`src/rtl/alu_op_sequencer_pkg.sv`:
```
// Shared constants for the ALU operation sequencer: ALUOp encodings, ALU
// operation codes, funct7 classes, FSM state encoding and the base
// funct3 -> operation table shared by R-type and I-arith decode.
package alu_op_pkg;

   localparam logic [2:0] ALUOP_R      = 3'b000;
   localparam logic [2:0] ALUOP_I      = 3'b001;
   localparam logic [2:0] ALUOP_AUIPC  = 3'b010;
   localparam logic [2:0] ALUOP_LOAD   = 3'b011;
   localparam logic [2:0] ALUOP_STORE  = 3'b100;
   localparam logic [2:0] ALUOP_BRANCH = 3'b101;
   localparam logic [2:0] ALUOP_LUI    = 3'b110;
   localparam logic [2:0] ALUOP_JAL    = 3'b111;

   localparam int OP_CODE_W = 5;

   localparam logic [OP_CODE_W-1:0] OP_ADD    = 5'd0;
   localparam logic [OP_CODE_W-1:0] OP_SUB    = 5'd1;
   localparam logic [OP_CODE_W-1:0] OP_SLL    = 5'd2;
   localparam logic [OP_CODE_W-1:0] OP_SLT    = 5'd3;
   localparam logic [OP_CODE_W-1:0] OP_SLTU   = 5'd4;
   localparam logic [OP_CODE_W-1:0] OP_XOR    = 5'd5;
   localparam logic [OP_CODE_W-1:0] OP_SRL    = 5'd6;
   localparam logic [OP_CODE_W-1:0] OP_SRA    = 5'd7;
   localparam logic [OP_CODE_W-1:0] OP_OR     = 5'd8;
   localparam logic [OP_CODE_W-1:0] OP_AND    = 5'd9;
   localparam logic [OP_CODE_W-1:0] OP_PASSB  = 5'd10;
   localparam logic [OP_CODE_W-1:0] OP_MUL    = 5'd11;
   localparam logic [OP_CODE_W-1:0] OP_MULH   = 5'd12;
   localparam logic [OP_CODE_W-1:0] OP_MULHSU = 5'd13;
   localparam logic [OP_CODE_W-1:0] OP_MULHU  = 5'd14;
   localparam logic [OP_CODE_W-1:0] OP_DIV    = 5'd15;
   localparam logic [OP_CODE_W-1:0] OP_DIVU   = 5'd16;
   localparam logic [OP_CODE_W-1:0] OP_REM    = 5'd17;
   localparam logic [OP_CODE_W-1:0] OP_REMU   = 5'd18;

   localparam logic [6:0] FUNCT7_BASE   = 7'b0000000;
   localparam logic [6:0] FUNCT7_ALT    = 7'b0100000;
   localparam logic [6:0] FUNCT7_MULDIV = 7'b0000001;

   typedef enum logic {
      ST_IDLE = 1'b0,
      ST_BUSY = 1'b1
   } state_t;

   // funct3 -> operation for the plain (funct7 == 0) integer ops
   function automatic logic [OP_CODE_W-1:0] base_op(input logic [2:0] funct3);
      logic [OP_CODE_W-1:0] op;
      case (funct3)
         3'b000:  op = OP_ADD;
         3'b001:  op = OP_SLL;
         3'b010:  op = OP_SLT;
         3'b011:  op = OP_SLTU;
         3'b100:  op = OP_XOR;
         3'b101:  op = OP_SRL;
         3'b110:  op = OP_OR;
         default: op = OP_AND;
      endcase
      return op;
   endfunction

endpackage

```
`src/rtl/alu_op_sequencer_if.sv`:
```
// ID/EX handshake bundle between the ID stage (master) and the ALU
// operation sequencer (slave).
interface alu_op_sequencer_if #(
   parameter int OP_W = 5
);
   logic            valid_i;
   logic [6:0]      funct7_i;
   logic [2:0]      funct3_i;
   logic [2:0]      alu_op_i;
   logic            flush_i;
   logic            ready_o;
   logic            op_valid_o;
   logic [OP_W-1:0] alu_operation_o;
   logic            illegal_o;
   logic            mdu_start_o;
   logic            mdu_done_o;
   logic            stall_o;

   modport master (
      output valid_i, funct7_i, funct3_i, alu_op_i, flush_i,
      input  ready_o, op_valid_o, alu_operation_o, illegal_o,
             mdu_start_o, mdu_done_o, stall_o
   );

   modport slave (
      input  valid_i, funct7_i, funct3_i, alu_op_i, flush_i,
      output ready_o, op_valid_o, alu_operation_o, illegal_o,
             mdu_start_o, mdu_done_o, stall_o
   );
endinterface

```
`src/rtl/alu_op_sequencer_decoder.sv`:
```
// Combinational decode of {funct7, funct3, ALUOp} into an ALU operation
// code plus illegal / multiply / divide classification.
// Macro ALU_OP_SEQ_RV32M_EN enables the RV32M (funct7 0000001) ops;
// without it those encodings decode as illegal.
module alu_op_decoder
   import alu_op_pkg::*;
(
   input  logic [6:0]           funct7,
   input  logic [2:0]           funct3,
   input  logic [2:0]           alu_op,
   output logic [OP_CODE_W-1:0] op,
   output logic                 illegal,
   output logic                 is_mul,
   output logic                 is_div
);

   // Illegal encodings fall through with op left at ADD
   always_comb begin
      op      = OP_ADD;
      illegal = 1'b0;
      is_mul  = 1'b0;
      is_div  = 1'b0;
      case (alu_op)
         ALUOP_R: begin
            if (funct7 == FUNCT7_BASE) begin
               op = base_op(funct3);
            end else if (funct7 == FUNCT7_ALT) begin
               if (funct3 == 3'b000) begin
                  op = OP_SUB;
               end else if (funct3 == 3'b101) begin
                  op = OP_SRA;
               end else begin
                  illegal = 1'b1;
               end
            end
`ifdef ALU_OP_SEQ_RV32M_EN
            else if (funct7 == FUNCT7_MULDIV) begin
               op     = OP_MUL + {2'b00, funct3};
               is_mul = !funct3[2];
               is_div = funct3[2];
            end
`endif
            else begin
               illegal = 1'b1;
            end
         end
         ALUOP_I: begin
            if (funct3 == 3'b001) begin
               if (funct7 == FUNCT7_BASE) begin
                  op = OP_SLL;
               end else begin
                  illegal = 1'b1;
               end
            end else if (funct3 == 3'b101) begin
               if (funct7 == FUNCT7_BASE) begin
                  op = OP_SRL;
               end else if (funct7 == FUNCT7_ALT) begin
                  op = OP_SRA;
               end else begin
                  illegal = 1'b1;
               end
            end else begin
               op = base_op(funct3);
            end
         end
         ALUOP_BRANCH: begin
            case (funct3[2:1])
               2'b00:   op = OP_SUB;
               2'b10:   op = OP_SLT;
               2'b11:   op = OP_SLTU;
               default: illegal = 1'b1;
            endcase
         end
         ALUOP_LUI: op = OP_PASSB;
         default:   op = OP_ADD;
      endcase
   end

endmodule

```
`src/rtl/alu_op_sequencer.sv`:
```
// Registered ALU operation decode on the ID/EX boundary. Single-cycle ops
// are presented one cycle after accept; MUL/DIV ops additionally hold the
// pipeline for MUL_LAT / DIV_LAT cycles and pulse start/done to the MDU.
// Macro ALU_OP_SEQ_RV32M_EN enables RV32M decode and the BUSY sequencing;
// without it the sequencer is a plain registered decoder that never stalls.
module alu_op_sequencer
   import alu_op_pkg::*;
#(
   parameter int OP_W    = 5,
   parameter int MUL_LAT = 2,
   parameter int DIV_LAT = 33
) (
   input logic              clk,
   input logic              reset,
   alu_op_sequencer_if.slave bus
);

   logic [OP_CODE_W-1:0] dec_op;
   logic                 dec_illegal;
   logic                 dec_is_mul;
   logic                 dec_is_div;
   logic                 accept;
   logic                 op_valid_q;
   logic [OP_W-1:0]      op_q;
   logic                 illegal_q;

   alu_op_decoder u_decoder (
      .funct7  (bus.funct7_i),
      .funct3  (bus.funct3_i),
      .alu_op  (bus.alu_op_i),
      .op      (dec_op),
      .illegal (dec_illegal),
      .is_mul  (dec_is_mul),
      .is_div  (dec_is_div)
   );

   assign bus.op_valid_o      = op_valid_q;
   assign bus.alu_operation_o = op_q;
   assign bus.illegal_o       = illegal_q;

`ifdef ALU_OP_SEQ_RV32M_EN
   localparam int MAX_LAT = (MUL_LAT > DIV_LAT) ? MUL_LAT : DIV_LAT;
   localparam int CNT_W   = $clog2(MAX_LAT + 1);

   state_t           state;
   logic [CNT_W-1:0] cnt;
   logic             start_q;

   assign accept = bus.valid_i && (state == ST_IDLE) && !bus.flush_i;

   // FSM: IDLE accepts and registers the decode; BUSY counts the MDU latency down
   always_ff @(posedge clk) begin
      if (!reset) begin
         state      <= ST_IDLE;
         cnt        <= '0;
         op_valid_q <= 1'b0;
         op_q       <= '0;
         illegal_q  <= 1'b0;
         start_q    <= 1'b0;
      end else begin
         start_q <= 1'b0;
         if (state == ST_IDLE) begin
            op_valid_q <= accept;
            if (accept) begin
               op_q      <= OP_W'(dec_op);
               illegal_q <= dec_illegal;
               if (dec_is_mul) begin
                  state   <= ST_BUSY;
                  cnt     <= CNT_W'(MUL_LAT - 1);
                  start_q <= 1'b1;
               end else if (dec_is_div) begin
                  state   <= ST_BUSY;
                  cnt     <= CNT_W'(DIV_LAT - 1);
                  start_q <= 1'b1;
               end
            end
         end else begin
            if (bus.flush_i) begin
               state      <= ST_IDLE;
               cnt        <= '0;
               op_valid_q <= 1'b0;
            end else if (cnt == '0) begin
               state      <= ST_IDLE;
               op_valid_q <= 1'b0;
            end else begin
               cnt <= cnt - 1'b1;
            end
         end
      end
   end

   assign bus.ready_o     = (state == ST_IDLE);
   assign bus.stall_o     = (state == ST_BUSY);
   assign bus.mdu_start_o = start_q;
   assign bus.mdu_done_o  = (state == ST_BUSY) && (cnt == '0) && !bus.flush_i && reset;
`else
   localparam int unused_lat = MUL_LAT + DIV_LAT;
   logic unused_mdu;

   assign unused_mdu = dec_is_mul | dec_is_div;
   assign accept     = bus.valid_i && !bus.flush_i;

   // Plain registered decode: every accepted op is single-cycle
   always_ff @(posedge clk) begin
      if (!reset) begin
         op_valid_q <= 1'b0;
         op_q       <= '0;
         illegal_q  <= 1'b0;
      end else begin
         op_valid_q <= accept;
         if (accept) begin
            op_q      <= OP_W'(dec_op);
            illegal_q <= dec_illegal;
         end
      end
   end

   assign bus.ready_o     = 1'b1;
   assign bus.stall_o     = 1'b0;
   assign bus.mdu_start_o = 1'b0;
   assign bus.mdu_done_o  = 1'b0;
`endif

endmodule

```
`src/flat_wrapper.sv`:
```
// flat-port wrapper written by rule: the top's interface ports become plain ports
module alu_op_sequencer_flat import alu_op_pkg::*;
#(
   parameter int OP_W    = 5,
   parameter int MUL_LAT = 2,
   parameter int DIV_LAT = 33
)
  (clk, reset, bus_valid_i, bus_funct7_i, bus_funct3_i, bus_alu_op_i, bus_flush_i, bus_ready_o, bus_op_valid_o, bus_alu_operation_o, bus_illegal_o, bus_mdu_start_o, bus_mdu_done_o, bus_stall_o);
  alu_op_sequencer_if #(.OP_W(OP_W)) bus_i ();
  input logic clk;
  input logic reset;
  input wire logic [$bits(bus_i.valid_i)-1:0] bus_valid_i;
  input wire logic [$bits(bus_i.funct7_i)-1:0] bus_funct7_i;
  input wire logic [$bits(bus_i.funct3_i)-1:0] bus_funct3_i;
  input wire logic [$bits(bus_i.alu_op_i)-1:0] bus_alu_op_i;
  input wire logic [$bits(bus_i.flush_i)-1:0] bus_flush_i;
  output wire logic [$bits(bus_i.ready_o)-1:0] bus_ready_o;
  output wire logic [$bits(bus_i.op_valid_o)-1:0] bus_op_valid_o;
  output wire logic [$bits(bus_i.alu_operation_o)-1:0] bus_alu_operation_o;
  output wire logic [$bits(bus_i.illegal_o)-1:0] bus_illegal_o;
  output wire logic [$bits(bus_i.mdu_start_o)-1:0] bus_mdu_start_o;
  output wire logic [$bits(bus_i.mdu_done_o)-1:0] bus_mdu_done_o;
  output wire logic [$bits(bus_i.stall_o)-1:0] bus_stall_o;
  assign bus_i.valid_i = bus_valid_i;
  assign bus_i.funct7_i = bus_funct7_i;
  assign bus_i.funct3_i = bus_funct3_i;
  assign bus_i.alu_op_i = bus_alu_op_i;
  assign bus_i.flush_i = bus_flush_i;
  assign bus_ready_o = bus_i.ready_o;
  assign bus_op_valid_o = bus_i.op_valid_o;
  assign bus_alu_operation_o = bus_i.alu_operation_o;
  assign bus_illegal_o = bus_i.illegal_o;
  assign bus_mdu_start_o = bus_i.mdu_start_o;
  assign bus_mdu_done_o = bus_i.mdu_done_o;
  assign bus_stall_o = bus_i.stall_o;
  alu_op_sequencer #(.OP_W(OP_W), .MUL_LAT(MUL_LAT), .DIV_LAT(DIV_LAT)) u_core (.clk(clk), .reset(reset), .bus(bus_i));
endmodule
```
`config.mk`:
```
export PLATFORM = sky130hd
export DESIGN_NAME = alu_op_sequencer_flat
export DESIGN_NICKNAME = d
export VERILOG_FILES = /design/src/rtl/alu_op_sequencer_pkg.sv /design/src/rtl/alu_op_sequencer_if.sv /design/src/rtl/alu_op_sequencer_decoder.sv /design/src/rtl/alu_op_sequencer.sv /design/src/flat_wrapper.sv
export SDC_FILE = /design/constraint.sdc
export NUM_CORES = 1
export LEC_CHECK = 0
export BUFFER_PORTS_ARGS = -buffer_cell sky130_fd_sc_hd__buf_2
export CORE_ASPECT_RATIO = 1.2
export CORE_MARGIN = 3
export CORE_UTILIZATION = 35
export CTS_CLUSTER_SIZE = 10
export DETAILED_ROUTE_END_ITERATION = 8
export GPL_TIMING_DRIVEN = 0
export PLACE_DENSITY = 0.66
export SLEW_MARGIN = 0
export SYNTH_ARGS = -nofsm -noshare
export SYNTH_HDL_FRONTEND = slang
export SYNTH_SLANG_ARGS = --single-unit
```
`constraint.sdc`:
```
create_clock -name clk -period 1.9 [get_ports clk]
set_input_delay 0.38 -clock clk [delete_from_list [all_inputs] [get_ports clk]]
set_output_delay 0.38 -clock clk [all_outputs]
set_load 0.02 [all_outputs]
```
==> metrics.md <==
| Metric | Value |
|---|---|
| Status | complete, no violations |
| Area taken by flip-flops and latches | 120 um^2 |
| Setup TNS | 0 ns |
| Gate Count Post-Synth | 81 |
| Synth Flop Type | dfxtp_1 |
| Clock Tree Buf Depth | 2 |
| Starting DRT DRC Count | 12 |
| Commonest non-fill, non-tap cell in the layout | buf_2 |
| Syn avg cell area | 7.49 um^2 |
| Vias per cell | 5.12 |
| Clk_skew | 0 ns |
| RSZ-0062 raised after global routing | false |
| CP Launch Type | input pin |
| Leakage | 0.345 nW |
| Final instance area | 762 um^2 |
| Most frequent cells in the layout | buf_2, nand2_1, buf_4, o21ai_0 |
| Place WS | 0.264 ns |
| Cts hold-fix bufs | 0 |
| Cell Area, Placed | 739 um^2 |
| Per-cell routed wire length | 11.3 um |
| Synth-to-Final Area Change | 25.6% |
| PwrDens | 470 nW/um^2 |
| Final Hold Slack | 0.405 ns |
| Post-CTS Repair Setup Buffers | 0 |
| Final Hold Violating Endpoints | 0 |
| Die ar. | 2270 um^2 |
| Core ar. | 1540 um^2 |
| Maxcap violations | 0 |
| Crit path kind | input pin to register |
| Critical Path Sink Type | register |
| Total grt overflow | 0 |
| Num CTS Buffers | 3 |
| Ys Warns | 0 |
| WL final | 1400 um |
| Fillers | 154 |
| IO Count | 28 |
| Worst IR drop on VDD | 0.000155 V |
| Initial Utilization | 39.4% |
| Root Buffer | clkbuf_4 |
| Fin crit share | 73.8% |
| Post-synth EDFFs | 0 |
| Routability cong. | 0.882 |
| Post-synth ARST share | 0% |
| CP max FO | 5 |
| Setup ws final | 0.498 ns |
| Synthesized area | 607 um^2 |
| DP HPWL | 1120 um |
| Pins Over Slew Limit | 0 |
| CTS tree | yes |
| Die Span Y | 51.6 um |
| DRT Pass-1 Iters | 4 |
| Post-CTS Resized | 0 |
| Placed insts | 121 |
| Worst-path clk slew | 0.04 ns |
| Cell variety after synth | 38 |
| Max Fclk | 713 MHz |
| Routed Antenna Nets | 0 |
| H-Tree Depth | 1 |
| Vias in the first global route | 515 |
| Die W | 44.0 um |
| Critical Path RT | 2.08 ns |
| Via count | 635 |
| Seq cells post-synth | 6 |
| Initial antenna violation count | 0 |
| GRT Total Usage | 12.2% |
| Skew-Pair Late Insertion Delay | 0.24 ns |
| Share of layout cells above drive strength 1 | 38.3% |
| Multi-input logic area | 414 um^2 |
| Sequential area share after synthesis | 19.8% |
| I/O Buffers | 20 |
| # clock sinks | 6 |
| Cell Count, Final, Fillers Out | 124 |
| Global-route wire length before repair | 2100 um |
| Worst Path Arrival | 1.58 ns |
| Hold Path Class | input pin to register |
| Row count | 15 |
| Largest net degree at the start of global routing | 11 |
| Nets | 126 |
| Diode count | 0 |
| Number of remaining DRC errors | 0 |
| Fin crit period | 1.40 ns |
| Setup Viol. Count Final | 0 |
[synth_stat cells (all sizes together), types with 2 or more instances]
| library cell | n | area, um^2 |
|---|---|---|
| nand3 | 2 | 10.0 |
| inv | 2 | 7.50 |
| dfxtp | 6 | 120 |
| conb | 2 | 7.51 |
| and2b | 2 | 15.0 |
| nand2 | 8 | 30.0 |
| a21oi | 4 | 20.0 |
| nor2 | 7 | 28.8 |
| o21ai | 9 | 45.0 |
| a31oi | 2 | 12.5 |
| buf | 9 | 71.3 |
| nor2b | 4 | 25.0 |
| nand3b | 2 | 15.0 |
| xnor2 | 2 | 17.5 |
[per-stage QoR]
stage	total power (W)	utilization, %
after global routing	0.000383	49.5
after CTS	0.000363	49.5
final	0.000358	49.5
after global placement	0.000246	48.0
after detailed placement	0.000248	48.0
after floorplan	0.000215	-
[worst paths after layout]
kind	start	endpoint	slack (ns)	depth (start not counted)
max	bus_funct7_i[3]	u_core.bus.alu_operation_o[0]$_SDFFE_PN0P_	0.50	6
min reg2reg	u_core.bus.alu_operation_o[1]$_SDFFE_PN0P_	u_core.bus.alu_operation_o[1]$_SDFFE_PN0P_	0.44	2
min	reset	u_core.bus.op_valid_o$_SDFF_PN0_	0.40	3
max reg2reg	u_core.bus.alu_operation_o[0]$_SDFFE_PN0P_	u_core.bus.alu_operation_o[0]$_SDFFE_PN0P_	1.18	1
[critical path, cell delays in order]
cell     delay [ns]
buf_2          0.09
nor2_1         0.12
nand3_1        0.19
or4_1          0.51
o21ai_0        0.12
a221o_1        0.17
[layer usage]
layer	part of all wire, %	global-route usage [%]	wire length [um]	up-vias
met5	0	0	0	-
met4	0.72	7.54	10	0
met3	4.7	1.04	66	2
met2	52	19.7	721	18
met1	43	15.4	599	280
li1	-	-	-	335
[cells by family (layout without fill, tap and decap cells)]
kind of cell           after synthesis  after routing  share of synthesized area (%)
AND/OR/NAND/NOR                     32             32                           29.9
AO/OA/AOI/OAI                       25             25                           29.3
buffers and inverters               12             35                           13.8
flip-flops                           6              6                           19.8
XOR/XNOR                             3              3                           4.33
other                                2              5                           1.24
multiplexers                         1              1                           1.65
[state kept, by name, summed over array words and instances, names as in the netlist]
name and cells:
u_core.bus.alu_operation_o 4, u_core.bus.illegal_o 1, u_core.bus.op_valid_o 1
[area by class of cell]
cell class | instances | area share, %
Multi-Input combinational cell | 66 | 54.4
Sequential cell | 6 | 15.8
Timing Repair Buffer | 20 | 13.1
Buffer | 10 | 10.0
Clock buffer | 3 | 2.96
Tap cell | 17 | 2.79
Inverter | 2 | 0.985
[power breakdown]
part / total (W) / leakage, nW / internal [W] / switching [W]
Sequential: 0.000131 / 0.0487 / 0.000130 / 0.00000126
Clock: 0.000111 / 0.0138 / 0.0000710 / 0.0000402
Combinational: 0.000116 / 0.282 / 0.0000510 / 0.0000650
Total: 0.000358 / 0.345 / 0.000252 / 0.000106
Power figures use the tool's default switching activity.
